==> src/rtl/pwr_pkg.sv <==
// Shared power-mode definitions: decoder-facing mode codes, sequencer state enum, fault codes.
// Imported by power_state_ctrl, the enable/clock-speed decoder and their benches.
package pwr_pkg;

    localparam logic [2:0] MODE_RESET     = 3'b000;
    localparam logic [2:0] MODE_NORMAL    = 3'b001;
    localparam logic [2:0] MODE_LOW_POWER = 3'b010;
    localparam logic [2:0] MODE_FAULT     = 3'b100;

    localparam int RST_HOLD_DEF   = 16;
    localparam int PG_TIMEOUT_DEF = 1024;
    localparam int LP_DWELL_DEF   = 256;
    localparam int CNT_W_DEF      = 12;

    typedef enum logic [2:0] {
        ST_RESET_HOLD = 3'd0,
        ST_PWRUP      = 3'd1,
        ST_NORMAL     = 3'd2,
        ST_LOW_POWER  = 3'd3,
        ST_FAULT      = 3'd4
    } pwr_state_e;

    typedef enum logic [1:0] {
        FC_NONE       = 2'b00,
        FC_PG_TIMEOUT = 2'b01,
        FC_PG_LOST    = 2'b10,
        FC_EXT        = 2'b11
    } fault_code_e;

    // PWRUP reports NORMAL so the decoder ramps clocks while power-good is being verified.
    function automatic logic [2:0] mode_of(input pwr_state_e s);
        case (s)
            ST_RESET_HOLD: return MODE_RESET;
            ST_PWRUP:      return MODE_NORMAL;
            ST_NORMAL:     return MODE_NORMAL;
            ST_LOW_POWER:  return MODE_LOW_POWER;
            default:       return MODE_FAULT;
        endcase
    endfunction

endpackage

==> src/rtl/sync_2ff.sv <==
// Two-flop synchroniser for a single asynchronous level; resets to 0.
module sync_2ff (
    input  logic clk,
    input  logic rst_n,
    input  logic d,
    output logic q
);

    logic meta;

    always_ff @(posedge clk or negedge rst_n) begin
        if (!rst_n) begin
            meta <= 1'b0;
            q    <= 1'b0;
        end else begin
            meta <= d;
            q    <= meta;
        end
    end

endmodule

==> src/rtl/power_state_ctrl.sv <==
// Power-mode sequencer: reset hold, power-up with power-good check, normal, dwell-qualified
// low power, wake-up and latched fault. All outputs are registered from the next state.
module power_state_ctrl
    import pwr_pkg::*;
#(
    parameter int RST_HOLD   = RST_HOLD_DEF,
    parameter int PG_TIMEOUT = PG_TIMEOUT_DEF,
    parameter int LP_DWELL   = LP_DWELL_DEF,
    parameter int CNT_W      = CNT_W_DEF
) (
    input  logic       clk,
    input  logic       rst_n,
    input  logic       lp_req,
    input  logic       wake,
    input  logic       pg,
    input  logic       fault_in,
    input  logic       fault_clr,
    output logic [2:0] current_state,
    output logic       state_valid,
    output logic [1:0] fault_code,
    output logic       busy
);

    pwr_state_e       state, state_nxt;
    logic [CNT_W-1:0] cnt, cnt_nxt, cnt_inc;
    logic [1:0]       fc_nxt;
    logic             pg_sync;

    sync_2ff u_pg_sync (
        .clk   (clk),
        .rst_n (rst_n),
        .d     (pg),
        .q     (pg_sync)
    );

    assign cnt_inc = (cnt == '1) ? cnt : cnt + 1'b1;

    always_comb begin
        state_nxt = state;
        cnt_nxt   = cnt;
        fc_nxt    = fault_code;
        if (fault_in) begin
            state_nxt = ST_FAULT;
            fc_nxt    = FC_EXT;
        end else begin
            case (state)
                ST_RESET_HOLD: begin
                    if (cnt == CNT_W'(RST_HOLD - 1)) state_nxt = ST_PWRUP;
                    else                             cnt_nxt   = cnt_inc;
                end
                ST_PWRUP: begin
                    if (pg_sync) begin
                        state_nxt = ST_NORMAL;
                    end else if (cnt == CNT_W'(PG_TIMEOUT - 1)) begin
                        state_nxt = ST_FAULT;
                        fc_nxt    = FC_PG_TIMEOUT;
                    end else begin
                        cnt_nxt = cnt_inc;
                    end
                end
                ST_NORMAL: begin
                    // Power loss outranks a dwell that completes on the same cycle.
                    if (!pg_sync) begin
                        state_nxt = ST_FAULT;
                        fc_nxt    = FC_PG_LOST;
                    end else if (lp_req) begin
                        if (cnt == CNT_W'(LP_DWELL - 1)) state_nxt = ST_LOW_POWER;
                        else                             cnt_nxt   = cnt_inc;
                    end else begin
                        cnt_nxt = '0;
                    end
                end
                ST_LOW_POWER: begin
                    // Rail is boosted back up through PWRUP so pg gets re-verified.
                    if (wake || !lp_req) state_nxt = ST_PWRUP;
                end
                ST_FAULT: begin
                    if (fault_clr) begin
                        state_nxt = ST_RESET_HOLD;
                        fc_nxt    = FC_NONE;
                    end
                end
                default: begin
                    state_nxt = ST_FAULT;
                    fc_nxt    = FC_EXT;
                end
            endcase
        end
        if (state_nxt != state) cnt_nxt = '0;
    end

    always_ff @(posedge clk or negedge rst_n) begin
        if (!rst_n) begin
            state         <= ST_RESET_HOLD;
            cnt           <= '0;
            current_state <= MODE_RESET;
            state_valid   <= 1'b0;
            fault_code    <= FC_NONE;
            busy          <= 1'b1;
        end else begin
            state         <= state_nxt;
            cnt           <= cnt_nxt;
            current_state <= mode_of(state_nxt);
            state_valid   <= (state_nxt == ST_NORMAL) || (state_nxt == ST_LOW_POWER);
            fault_code    <= fc_nxt;
            busy          <= (state_nxt == ST_RESET_HOLD) || (state_nxt == ST_PWRUP);
        end
    end

endmodule
==> config.mk <==
export PLATFORM = sky130hd
export DESIGN_NAME = power_state_ctrl
export DESIGN_NICKNAME = d
export VERILOG_FILES = /design/src/rtl/pwr_pkg.sv /design/src/rtl/sync_2ff.sv /design/src/rtl/power_state_ctrl.sv
export SDC_FILE = /design/constraint.sdc
export NUM_CORES = 1
export LEC_CHECK = 0
export ABC_AREA = 1
export BUFFER_PORTS_ARGS = -buffer_cell sky130_fd_sc_hd__buf_2
export CELL_PAD_IN_SITES_DETAIL_PLACEMENT = 1
export CELL_PAD_IN_SITES_GLOBAL_PLACEMENT = 1
export CORE_UTILIZATION = 44
export CTS_BUF_LIST = sky130_fd_sc_hd__clkbuf_4 sky130_fd_sc_hd__clkbuf_8
export CTS_CLUSTER_DIAMETER = 50
export DETAILED_ROUTE_END_ITERATION = 12
export PLACE_DENSITY = 0.85
export SLEW_MARGIN = 0
export SYNTH_ARGS = -nofsm -noshare
export SYNTH_HDL_FRONTEND = slang
export SYNTH_SLANG_ARGS = --single-unit
==> constraint.sdc <==
create_clock -name clk -period 2 [get_ports clk]
set_clock_uncertainty 0.05 [all_clocks]
set_input_delay 0.3 -clock clk [delete_from_list [all_inputs] [get_ports clk]]
set_output_delay 0.3 -clock clk [all_outputs]
set_load 0.01 [all_outputs]
==> impl_metrics.ini <==
[timing]
period_needed_ns = 2.11
rsz0062_at_grt = true
worst_pin_slew_ns = 0.585
tns_ns = -1.04
drv_slew = 0
layout_setup_ws_ns = -0.106
relSlewSlack_pct = 61.0
fmax_ghz = 0.475
final_hold_viol_count = 0
setup_violations = 12
period_share_pct = 105
whs_ns = 0.0745

[logic_synthesis]
synthMostInstantiatedCell = nand2_1
yosys-top-cells-area = dfrtp_1 (35%), nand2_1 (15%), nor2_1 (7.5%)
yosys_warnings = 0
netlist_instances = 240
synth_top_area_share_pct = 35.0
syn_area_mm2 = 0.00164
synth_top_area_cell = dfrtp_1
synth-async-reset-ratio_pct = 100
muxShareOfSynthArea_pct = 0
synth_commonest_cells = nand2_1 (65), nor2_1 (33), inv_1 (30)
synth_fp_nets = 248
synth-compound-area-share_pct = 7.76
synth_ff_type = dfrtp_1
synth_edf_count = 0
synth.yosys.seq_area_share_pct = 36.6
synthXorXnorAreaFrac_pct = 2.13
synth_cell_types = 28
synthAdderAreaFrac_pct = 0.761
synthSimpleGateAreaFrac_pct = 42.5
syn_area_per_cell_um2 = 6.85
synth_top_family_by_area = simple AND/OR/NAND/NOR gates
ys_ff_latch = 24

[floorplanning]
design.core.area_mm2 = 0.00347
io_pins = 14
start_util_pct = 47.4
die_h_um = 63.1
dieArea_mm2 = 0.00398
die_w_um = 63.1
row_count = 21

[critical_path]
crit_required_ns = 2.13
critPathLaunchType = flip-flop
path_class = reg -> reg
cp_max_fo = 6
arrival_ns = 2.24
critPathCaptureType = flip-flop

[routing]
drc = 0
detail-route-antenna-nets = 0
vias_per_cell = 5.62
drtIter0Drc = 102
vias = 1803
first_pass_iters = 4
post_drt_wl_per_cell_um = 18.9
drt_wl_total_um = 6070

[cts]
cts_buffers = 3
path_clk_slew_ns = 0.09
cts_tree = built
cts_root_buf = clkbuf_8
htreeDepth = 1
clk_path_buf_depth = 2
cts_sinks = 24
clk_latency_ns = 0.28

[cells_and_area]
final_layout_size_suffix_gt1_share_pct = 32.7
diodes = 0
synthToLayoutAreaGrowth_pct = 27.7
final_cells = 321
nNetsFinal = 284

[status]
violations = negative setup slack
status = complete, but fails checks

[power_and_ir_drop]
pwr-share-comb_pct = 16.2
switching_share_pct = 28.0
p_per_area_mw_per_mm2 = 490
p_int_uw = 741
ir_worst_vdd_mv = 0.362
p_clk_share_pct = 34.0
p_leak_nw = 1.06
power_switching_uw = 288
seq_power_share_pct = 49.8

[run]
max_cap_violations = 0

[global_routing]
grt_max_degree = 25
grt_pass1_vias = 1750
track_usage_pct = 26.8
grt_pass1_wl_um = 8210
grt_antenna_before_repair = 0
grt-ovfl-total = 0

[placed_design]
dp_hpwl_um = 3410
place.gp.congestion = 0.865
place.port_buffers = 13
numPlacedInstances = 307

[hold_path]
worstHoldPathType = in -> reg
## kinds of logic after synthesis
family | after synthesis
buffers and inverters | 40
adders and majority gates | 1
and+or+nand+nor | 149
AOI/OAI and AO/OA | 22
DFF | 24
xor gates and xnor gates | 4
## through the flow
step           power (mW)  util, %  cell area (µm²)  setup slack [ns]
2_1_floorplan       0.593        -             1640             0.227
3_3_place_gp        0.641     53.1             1840             0.110
3_5_place_dp        0.647     53.1             1840          -0.00185
4_1_cts             0.998     55.3             1920           0.00471
5_1_grt              1.06     60.5             2100            -0.163
6_report             1.03     60.5             2100            -0.106
## metal layers
metal / global-route usage, % / part of all wire [%] / vias up
met4: 8.72 / 4.2 / 0
met3: 2.90 / 5.4 / 31
met5: 0 / 0 / -
met1: 33.1 / 40 / 877
met2: 48.0 / 51 / 80
li1: - / - / 815
## power groups by stage
stage	Combinational [mW]	Clock, mW	Sequential [mW]
6_report	0.167	0.350	0.512
5_1_grt	0.179	0.373	0.514
4_1_cts	0.133	0.356	0.510
3_5_place_dp	0.127	0	0.520
3_3_place_gp	0.122	0	0.519
2_1_floorplan	0.0739	0	0.519
## cell type report
| cell class | count | area [µm²] |
|---|---|---|
| Sequential cell | 24 | 606 |
| Fill cell | 466 | 1370 |
| Tap cell | 46 | 57.6 |
| Clock buffer | 4 | 55.1 |
| Multi-Input combinational cell | 177 | 973 |
| Timing Repair Buffer | 36 | 278 |
| Inverter | 34 | 130 |
## worst paths after layout
check | depth (start not counted) | startpoint | end | slack (ns)
worst min-delay path | 1 | pg | u_pg_sync.meta | 0.07
worst max-delay path | 15 | cnt[0] | cnt[8] | -0.11
worst max register to register | 15 | cnt[0] | cnt[8] | -0.11
max in group asynchronous | 2 | rst_n | state[2] | 0.98
min in group asynchronous | 2 | rst_n | cnt[7] | 0.50
worst min register to register | 0 | u_pg_sync.meta | u_pg_sync.q | 0.31
## sequential cells by signal (all words and copies together) (netlist names)
register / flops
u_pg_sync.q: 1
state_valid: 1
current_state: 3
fault_code: 2
u_pg_sync.meta: 1
cnt: 12
state: 3
busy: 1
## what timing repair did
item                       in CTS  in global routing
hold buffers                    1                  0
setup buffers                   1                  6
gates resized for setup         1                 31
pin swaps                       1                 15
gates cloned                    0                  2
setup endpoints to repair      12                 12
hold endpoints to repair       23                  0
## critical path: stages (launching register included)
cell and delay (ns):
dfrtp_1 0.37, ha_2 0.20, nand2_2 0.09, nor2_4 0.20
nand2_4 0.10, inv_4 0.08, nand3_2 0.06, nand2_1 0.08
nand2_1 0.05, nand2_1 0.08, nand2_1 0.10, nand2_1 0.09
nand2_1 0.08, nand2_2 0.15, clkbuf_16 0.19, nor2_2 0.04
## cells in the final DEF (no fill, tap or decap), types with 4 or more instances in the layout
master	count
a21oi_1	9
buf_2	13
buf_4	18
clkbuf_8	4
dfrtp_1	20
inv_1	29
inv_2	4
nand2_1	60
nand2_2	9
nand3_1	19
nand3_2	5
nor2_1	30
nor2_2	12
nor2_4	4
o21ai_0	5
xor2_1	4
Note: power is estimated with default switching activity, not from simulation.
